===== config.mk =====
export PLATFORM = sky130hd
export DESIGN_NAME = audio_pwm_output
export DESIGN_NICKNAME = d
export VERILOG_FILES = /design/src/rtl/audio_pkg.sv /design/src/rtl/audio_sample_fifo.sv /design/src/rtl/audio_pwm_output.sv
export SDC_FILE = /design/constraint.sdc
export NUM_CORES = 1
export LEC_CHECK = 0
export CAP_MARGIN = 20
export CORE_ASPECT_RATIO = 1.2
export CORE_MARGIN = 2
export CORE_UTILIZATION = 57
export CTS_CLUSTER_DIAMETER = 40
export DETAILED_ROUTE_END_ITERATION = 8
export PLACE_DENSITY = 0.81
export SYNTH_ARGS = -nofsm -noshare
export SYNTH_HDL_FRONTEND = slang
export SYNTH_SLANG_ARGS = --single-unit
export TNS_END_PERCENT = 20

===== constraint.sdc =====
create_clock -name Master_Clock_In -period 9.8 [get_ports Master_Clock_In]
set_input_delay 2.45 -clock Master_Clock_In [delete_from_list [all_inputs] [get_ports Master_Clock_In]]
set_output_delay 2.45 -clock Master_Clock_In [all_outputs]
set_load 0.01 [all_outputs]

===== src/rtl/audio_pkg.sv =====
// Shared types and constants for the audio PWM output stage.
package audio_pkg;

  // Playback state: IDLE (amp off, FIFO flushed), PRIME (filling), PLAY (consuming)
  typedef enum logic [1:0] {
    IDLE  = 2'd0,
    PRIME = 2'd1,
    PLAY  = 2'd2
  } audio_state_e;

  localparam int DEFAULT_SAMPLE_W   = 8;
  localparam int DEFAULT_CLK_DIV    = 2500;  // 25 MHz / 10 kHz
  localparam int DEFAULT_FIFO_DEPTH = 16;

  // Unsigned PCM midscale, i.e. the zero-signal level for a given width.
  function automatic int midscale(input int sample_w);
    return 1 << (sample_w - 1);
  endfunction

endpackage


===== src/rtl/audio_sample_fifo.sv =====
// Synchronous sample FIFO with push/pop/flush, first-word-fall-through read.
// Pointers carry one extra wrap bit so full and empty are told apart.
module audio_sample_fifo #(
  parameter int DEPTH = 16,
  parameter int WIDTH = 8,
  localparam int AW   = $clog2(DEPTH)
) (
  input  logic             clk,
  input  logic             rst_n,
  input  logic             flush,
  input  logic             push,
  input  logic [WIDTH-1:0] push_data,
  input  logic             pop,
  output logic [WIDTH-1:0] pop_data,
  output logic             full,
  output logic             empty,
  output logic [AW:0]      level
);

  logic [WIDTH-1:0] mem_q [DEPTH];
  logic [AW:0]      wr_ptr_q, wr_ptr_d;
  logic [AW:0]      rd_ptr_q, rd_ptr_d;
  logic             do_push, do_pop;

  assign level    = wr_ptr_q - rd_ptr_q;
  assign full     = (level == (AW+1)'(DEPTH));
  assign empty    = (wr_ptr_q == rd_ptr_q);
  assign pop_data = mem_q[rd_ptr_q[AW-1:0]];

  // Next pointer values; flush wins over any push or pop in the same cycle.
  always_comb begin
    // NOTE: every output of a combinational block gets a default first so no latch is inferred.
    wr_ptr_d = wr_ptr_q;
    rd_ptr_d = rd_ptr_q;
    do_push  = push && !full && !flush;
    do_pop   = pop && !empty && !flush;
    if (flush) begin
      wr_ptr_d = '0;
      rd_ptr_d = '0;
    end else begin
      wr_ptr_d = wr_ptr_q + (AW+1)'(do_push);
      rd_ptr_d = rd_ptr_q + (AW+1)'(do_pop);
    end
  end

  // Pointer registers.
  always_ff @(posedge clk or negedge rst_n) begin
    // NOTE: sequential state uses non-blocking assignments so every flop samples pre-edge values.
    if (!rst_n) begin
      wr_ptr_q <= '0;
      rd_ptr_q <= '0;
    end else begin
      wr_ptr_q <= wr_ptr_d;
      rd_ptr_q <= rd_ptr_d;
    end
  end

  // Sample storage.
  // NOTE: storage has no reset; the pointers alone define which entries are valid.
  always_ff @(posedge clk) begin
    if (do_push) mem_q[wr_ptr_q[AW-1:0]] <= push_data;
  end

endmodule


===== src/rtl/audio_pwm_output.sv =====
// Audio PWM output stage: buffers PCM samples, pops one per sample period and
// renders it as glitch-free PWM; drives amplifier shutdown and a sticky underrun flag.
// Optional build macro AUDIO_PWM_VOLUME_EN adds Volume_In (arithmetic-shift attenuation
// around midscale); without it the popped sample is used unchanged as the duty.
module audio_pwm_output
  import audio_pkg::*;
#(
  parameter int SAMPLE_W   = DEFAULT_SAMPLE_W,
  parameter int CLK_DIV    = DEFAULT_CLK_DIV,
  parameter int FIFO_DEPTH = DEFAULT_FIFO_DEPTH
) (
  input  logic                        Master_Clock_In,
  input  logic                        Master_Reset_N_In,
  input  logic                        Enable_In,
  input  logic [SAMPLE_W-1:0]         Sample_In,
  input  logic                        Sample_Valid_In,
  output logic                        Sample_Ready_Out,
  input  logic                        Clear_Underrun_In,
`ifdef AUDIO_PWM_VOLUME_EN
  input  logic [2:0]                  Volume_In,
`endif
  output logic                        Audio_Pwm_Out,
  output logic                        Audio_Sd_N_Out,
  output logic                        Underrun_Out,
  output logic [$clog2(FIFO_DEPTH):0] Fifo_Level_Out
);

  localparam int DIV_W = $clog2(CLK_DIV);
  localparam int LVL_W = $clog2(FIFO_DEPTH) + 1;
  localparam logic [SAMPLE_W-1:0] MID = SAMPLE_W'(midscale(SAMPLE_W));

  logic clk, rst_n;
  assign clk   = Master_Clock_In;
  assign rst_n = Master_Reset_N_In;

  audio_state_e        state_q, state_d;
  logic [DIV_W-1:0]    div_cnt_q, div_cnt_d;
  logic [SAMPLE_W-1:0] pwm_cnt_q, pwm_cnt_d;
  logic [SAMPLE_W-1:0] duty_next_q, duty_next_d;
  logic [SAMPLE_W-1:0] duty_active_q, duty_active_d;
  logic                pwm_q, pwm_d;
  logic                underrun_q, underrun_d;

  logic                tick, underrun_set;
  logic                fifo_flush, fifo_push, fifo_pop, fifo_full, fifo_empty;
  logic [LVL_W-1:0]    fifo_level;
  logic [SAMPLE_W-1:0] fifo_rd_data, scaled_sample;

  audio_sample_fifo #(
    .DEPTH (FIFO_DEPTH),
    .WIDTH (SAMPLE_W)
  ) u_fifo (
    .clk       (clk),
    .rst_n     (rst_n),
    .flush     (fifo_flush),
    .push      (fifo_push),
    .push_data (Sample_In),
    .pop       (fifo_pop),
    .pop_data  (fifo_rd_data),
    .full      (fifo_full),
    .empty     (fifo_empty),
    .level     (fifo_level)
  );

  // Ready depends only on registered state, never on valid.
  assign Sample_Ready_Out = (state_q != IDLE) && !fifo_full;
  assign fifo_push        = Sample_Valid_In && Sample_Ready_Out;
  assign fifo_flush       = !Enable_In || (state_q == IDLE);
  assign tick             = (state_q != IDLE) && (div_cnt_q == DIV_W'(CLK_DIV - 1));

`ifdef AUDIO_PWM_VOLUME_EN
  logic signed [SAMPLE_W:0] centred, attenuated;
  // Attenuate around midscale; the signed shift keeps the result inside the sample range.
  always_comb begin
    centred       = $signed({1'b0, fifo_rd_data}) - $signed({1'b0, MID});
    attenuated    = centred >>> Volume_In;
    scaled_sample = SAMPLE_W'(attenuated + $signed({1'b0, MID}));
  end
`else
  assign scaled_sample = fifo_rd_data;
`endif

  // Playback state machine, pop request, duty selection and underrun flag.
  always_comb begin
    state_d      = state_q;
    duty_next_d  = duty_next_q;
    underrun_d   = underrun_q;
    underrun_set = 1'b0;
    fifo_pop     = 1'b0;
    unique case (state_q)
      IDLE: begin
        duty_next_d = MID;
        state_d     = PRIME;
      end
      PRIME: begin
        duty_next_d = MID;
        if (fifo_level >= LVL_W'(FIFO_DEPTH / 2)) state_d = PLAY;
      end
      PLAY: begin
        if (tick) begin
          if (!fifo_empty) begin
            fifo_pop    = 1'b1;
            duty_next_d = scaled_sample;
          end else begin
            underrun_set = 1'b1;
            duty_next_d  = MID;
            state_d      = PRIME;
          end
        end
      end
      default: state_d = IDLE;
    endcase
    // Disable overrides everything: the in-flight sample is dropped.
    if (!Enable_In) begin
      state_d      = IDLE;
      duty_next_d  = MID;
      fifo_pop     = 1'b0;
      underrun_set = 1'b0;
    end
    // A new underrun beats a simultaneous clear.
    if (underrun_set)           underrun_d = 1'b1;
    else if (Clear_Underrun_In) underrun_d = 1'b0;
  end

  // Sample-period divider, free PWM counter and wrap-aligned duty reload.
  always_comb begin
    div_cnt_d     = (fifo_flush || tick) ? '0 : div_cnt_q + DIV_W'(1);
    pwm_cnt_d     = pwm_cnt_q + SAMPLE_W'(1);
    duty_active_d = (pwm_cnt_q == '1) ? duty_next_q : duty_active_q;
    pwm_d         = Enable_In && (state_q != IDLE) && (pwm_cnt_q < duty_active_q);
  end

  // State and datapath registers.
  always_ff @(posedge clk or negedge rst_n) begin
    if (!rst_n) begin
      state_q       <= IDLE;
      div_cnt_q     <= '0;
      pwm_cnt_q     <= '0;
      duty_next_q   <= MID;
      duty_active_q <= MID;
      pwm_q         <= 1'b0;
      underrun_q    <= 1'b0;
    end else begin
      state_q       <= state_d;
      div_cnt_q     <= div_cnt_d;
      pwm_cnt_q     <= pwm_cnt_d;
      duty_next_q   <= duty_next_d;
      duty_active_q <= duty_active_d;
      pwm_q         <= pwm_d;
      underrun_q    <= underrun_d;
    end
  end

  assign Audio_Pwm_Out  = pwm_q;
  assign Audio_Sd_N_Out = (state_q != IDLE);
  assign Underrun_Out   = underrun_q;
  assign Fifo_Level_Out = fifo_level;

endmodule


==> flow_summary.toml, run 1 <==
[status]
status = "completed"

[synthesis]
synth-edff-count = 128
netlist_area_um2 = 7610
ys_types = 52
yosysTopAreaCell = "edfxtp_1"
yosysMostFrequentCell = "edfxtp_1"
seq_area_frac_synth = 0.670
yosysWarnings = 0
synth-seq-cells = 178
ys_top_cells_by_count = "edfxtp_1 (128), dfrtp_1 (48), mux4_2 (32), nor2_1 (27)"
async_flop_share = 0.281
avgSynthCellArea_um2 = 16.0
synth_area_leaders = "edfxtp_1 (50%), dfrtp_1 (16%), mux4_2 (9.5%)"
syn-num-nets = 507
synth_top_area_frac = 0.505
syn_inst = 476
synth_flop_cell = "edfxtp_1"

[placed_design]
dpl_cell_area_um2 = 8090
place_congestion = 0.851
place_hpwl_um = 9500
port_buffers = 21

[clock_tree]
cts_resized = 0
h-tree-depth = 4
numClockSinks = 178
root_buffer = "clkbuf_16"
cts.path.max_buffers = 2
cts_tree = "done"
cts_hold_buf = 0
cts_buffers = 17
cts_setup_buffers = 0
clock_latency_ns = 0.42
clk_pin_slew_ns = 0.06

[setup_path]
worstPathArrival_ns = 3.76
r2r_start = "u_fifo.rd_ptr_q[2]"
critical_path_peak_fanout = 36
critPathMaxStageDelay_ns = 0.92
startpoint_type = "flip-flop"
critPathLaunch = "u_fifo.rd_ptr_q[2]"
critical-path-top-delay-family = "compound AO/OA/AOI/OAI gates"
cp.required_ns = 7.35
cp_slowest_cell = "a2111oi_4"
path_cells = "buf_4 -> inv_1 -> ha_1 -> a21o_2 -> or3_4 -> a2111oi_4 -> nor2_1 -> clkdlybuf4s50_1"
critPathBufInv = 3
cp-end-kind = "primary output"
crit_type = "reg2out"

[routing]
routed_wl_um = 14400
drc = 0
wl_per_cell_um = 20.6
first_pass_iters = 5
ant_nets = 0
first_iter_violations = 327
viasPerCell = 6.07
num_vias = 4240

[final_layout]
seq_area_um2 = 5100
drive_gt1_frac = 0.208
antenna_cells = 0
area_growth_pct = 13.7
multi_input_area_um2 = 2360
final_cell_area_um2 = 8660
nFillCells = 892
nNetsFinal = 549

[sta]
min_period_over_period = 0.633
layout_min_cycle_time_ns = 6.21
fin_skew_ns = 0.0133
rsz0062_at_grt = "false"
max_freq_ghz = 0.161
slew_headroom = 0.276
finalHoldViolCount = 0
slew_violations = 0
whs_ns = 0.474
final.setup.tns_ns = 0
worst_slew_pin_slew_ns = 1.09
finalSetupViolCount = 0

[floorplan]
die_w_um = 110
initial_core_util = 0.580
dieHeight_um = 131
dieArea_um2 = 14300
fp.coreArea_um2 = 13100
ios = 22
row_count = 46

[power_and_ir_drop]
total_power_mw = 1.48
p_per_area_nw_per_um2 = 171
p_leak_nw = 3.06
ir_drop_mv = 0.150

[run]
cap_violations = 0

[global_routing]
antenna_found_initial = 0
grt_pass1_vias = 4304
overflow = 0
grt_max_degree = 51
track_usage = 0.223
grt_first_pass_wirelength_um = 22900

[worst_hold_path]
hold_start = "duty_next_q[2]"
min_path_type = "reg2reg"
[final timing paths]
path / to / slack [ns] / cells past startpoint
max in group asynchronous: duty_active_q[7] / 7.37 / 2
setup / recovery: Sample_Ready_Out / 3.59 / 8
min in group asynchronous: div_cnt_q[11] / 1.88 / 1
setup reg to reg: u_fifo.wr_ptr_q[4] / 5.95 / 12
hold / removal: duty_next_q[2] / 0.47 / 2
hold reg to reg: duty_next_q[2] / 0.47 / 2
[final cells by class]
class | instances | share of cell area
timing repair buffer | 41 | 0.0425
tap | 168 | 0.0243
inverter | 19 | 0.00824
clock inverter | 11 | 0.0129
clock buffer | 20 | 0.0504
sequential | 178 | 0.589
multi-input combinational | 261 | 0.273
[layout by cell type (no fill, tap or decap), types with 4 or more instances in the layout]
cell type,n
nand4_1,21
and2_1,8
mux2_2,21
xor2_1,10
mux4_2,32
nand2_1,21
nor3_1,12
and3_1,4
edfxtp_1,128
dfrtp_1,47
nand3_1,19
nor4_1,8
inv_1,17
ha_1,17
buf_4,19
clkdlybuf4s50_1,20
xnor2_1,14
nor2_1,27
clkbuf_16,17
a21oi_1,6
[logic make-up after synthesis]
family / synth area share
xor gates and xnor gates: 0.0276
buffers and inverters: 0.0205
adders and majority gates: 0.0306
muxes: 0.128
and+or+nand+nor: 0.0999
AOI/OAI and AO/OA: 0.0235
DFF: 0.670
[where the power goes]
| group | switching (mW) | internal (mW) |
|---|---|---|
| registers | 0.00188 | 0.812 |
| logic | 0.0220 | 0.0109 |
| clock network | 0.260 | 0.371 |
[stage by stage]
stage / setup WS, ns / instances / utilization
2_1_floorplan: 4.69 / 476 / -
3_3_place_gp: 4.14 / 666 / 0.616
3_5_place_dp: 4.04 / 666 / 0.616
4_1_cts: 3.57 / 697 / 0.658
5_1_grt: 3.33 / 698 / 0.660
6_report: 3.59 / 698 / 0.660
[per-layer routing]
layer  share of wire  track usage  vias up  wire length (um)
met5               0            0        -                 0
met4           0.020       0.0894        0               290
met3           0.042       0.0422       22               611
met2            0.52        0.378      118              7490
met1            0.42        0.285     2182              5990
li1                -            -     1918                 -
[sequential cells by signal, summed over array words and instances (netlist names), 2 cells and up]
signal / cells
div_cnt_q: 12
duty_active_q: 8
duty_next_q: 8
pwm_cnt_q: 8
state_q: 2
u_fifo.mem_q: 128
u_fifo.rd_ptr_q: 5
u_fifo.wr_ptr_q: 5
[worst reg2reg max path, cell delays in order, from the launching register on]
cell	delay, ns
dfrtp_1	0.32
buf_4	0.42
inv_1	0.10
ha_1	0.38
a21o_2	0.24
or3_4	0.35
a2111oi_4	0.92
nor2_1	0.14
ha_1	0.26
ha_1	0.23
nand3_1	0.13
xor2_1	0.17
nor2_1	0.06
(Power assumes the default switching activity.)
==> inputs of run 2 (changes only) <==
- clock period: 9.8 -> 6.2 ns (I/O delays scaled with it)
==> flow_summary.toml, run 2 (synthesis results as in run 1) <==
[sta]
fin_skew_ns = 0.00469
slew_violations = 0
finalSetupViolCount = 0
min_period_over_period = 0.854
max_freq_ghz = 0.189
layout_min_cycle_time_ns = 5.30
finalHoldViolCount = 0
slew_headroom = 0.269
rsz0062_at_grt = "false"
worst_slew_pin_slew_ns = 1.10
setup_ws_ns = 0.902
final.setup.tns_ns = 0

[worst_hold_path]
holdPathStages = 2
min_path_type = "reg2reg"
min_to = "duty_next_q[2]"
hold_start = "duty_next_q[2]"

[clock_tree]
numClockSinks = 178
cts_hold_buf = 0
h-tree-depth = 4
clock_latency_ns = 0.43
cts_setup_buffers = 0
cts_buffers = 17
cts.path.max_buffers = 2
clk_pin_slew_ns = 0.06
root_buffer = "clkbuf_16"
cts_tree = "done"
cts_resized = 0

[setup_path]
r2r_start = "u_fifo.wr_ptr_q[0]"
r2r_cells = 13
cp_slowest_cell = "a2111oi_4"
path_cells = "inv_1 -> ha_1 -> inv_1 -> fa_1 -> xor2_1 -> or3_1 -> a2111oi_4 -> nor2_1 -> clkdlybuf4s50_1"
startpoint_type = "flip-flop"
cp.required_ns = 4.65
cp-end-kind = "primary output"
crit_type = "reg2out"
worstPathArrival_ns = 3.75
critPathMaxStageDelay_ns = 0.93
reg2reg_slack_ns = 2.46
reg2reg_to = "u_fifo.wr_ptr_q[4]"
timing.critical_path.mode_cell = "inv_1"
critical_path_peak_fanout = 18

[placed_design]
dp_slack_ns = 1.40
place_hpwl_um = 9510
place_congestion = 0.893
port_buffers = 21

[global_routing]
grt-busiest-layer = "met2"
grt_pass1_vias = 4168
met3_usage = 0.0511
grt_first_pass_wirelength_um = 22600
antenna_found_initial = 0
track_usage = 0.221
overflow = 0
met1_usage = 0.287
grt_max_degree = 51
use_met2 = 0.362

[final_layout]
area_growth_pct = 13.1
largest_register_ffs = 128
drive_gt1_frac = 0.207
layout_commonest_cell = "edfxtp_1"
nNetsFinal = 549
antenna_cells = 0
final_util = 0.656
mostFrequentLayoutCells = "edfxtp_1 (128), dfrtp_1 (47), mux4_2 (32), nor2_1 (27)"

[floorplan]
initial_core_util = 0.580
dieHeight_um = 131
fp.coreArea_um2 = 13100
die_w_um = 110
ios = 22
row_count = 46
dieArea_um2 = 14300

[status]
status = "completed"

[power_and_ir_drop]
ir_drop_mv = 0.183
p_per_area_nw_per_um2 = 264
p_leak_nw = 3.04

[routing]
ant_nets = 0
drc = 0
routed_wl_um = 14500
first_pass_iters = 5
num_vias = 4215
wl_per_cell_um = 20.8
first_iter_violations = 365
viasPerCell = 6.03

[run]
cap_violations = 0
-- run 2: cell types whose count changed in the layout (fill, tap and decap cells not counted), moves of 2 or more --
cell       previous run  this run
bufinv_16             2         0
clkinv_4              0         2
clkbuf_1              3         5
buf_2                 1         3
buf_4                19        17
-- run 2: where the power goes --
part / total (mW) / internal, mW / switching [mW] / leakage, nW
Combinational: 0.0520 / 0.0172 / 0.0348 / 0.978
Sequential: 1.29 / 1.28 / 0.00306 / 1.82
Clock: 0.935 / 0.507 / 0.427 / 0.239
Total: 2.27 / 1.81 / 0.465 / 3.04
-- run 2: stage by stage --
stage / total power, mW / area [um^2] / std cells / hold slack (ns)
4_1_cts: 2.29 / 8590 / 698 / 0.482
6_report: 2.27 / 8610 / 699 / 0.480
2_1_floorplan: 1.33 / 7610 / 476 / 0.443
3_5_place_dp: 1.36 / 8080 / 666 / 0.469
5_1_grt: 2.34 / 8610 / 699 / 0.515
3_3_place_gp: 1.36 / 8060 / 662 / 0.465
-- run 2: worst max-delay path, delay by kind of cell, from the launching register on --
family          cells  cell delay [ns]
compound gates      1             0.93
xor+xnor            1             0.17
fa+ha+maj           2             0.57
buf+inv             3             0.70
flops               1             0.50
simple gates        2             0.45
-- run 2: how the worst max path moves through the flow --
stage / startpoint / endpoint / slack (ns)
after detailed placement: u_fifo.wr_ptr_q[0] / Sample_Ready_Out / 1.40
after global placement: u_fifo.wr_ptr_q[0] / Sample_Ready_Out / 1.56
after CTS: u_fifo.wr_ptr_q[0] / Sample_Ready_Out / 0.93
final: u_fifo.wr_ptr_q[0] / Sample_Ready_Out / 0.90
after global routing: u_fifo.wr_ptr_q[0] / Sample_Ready_Out / 0.73
after floorplan: u_fifo.rd_ptr_q[1] / Sample_Ready_Out / 1.99
-- run 2: final cells by class --
cell class | instances | area (um^2)
flip-flops and latches | 178 | 5100
fillers | 931 | 4510
multi-input cells | 261 | 2360
clock buffers | 22 | 444
repair buffers | 41 | 363
well taps | 168 | 210
inverters | 19 | 71.3
clock inverters | 10 | 61.3
-- run 2: layer usage --
layer | vias up | wire, um
met1 | 2153 | 6100
met3 | 24 | 648
met2 | 118 | 7470
li1 | 1920 | -
met5 | - | 0
met4 | 0 | 294
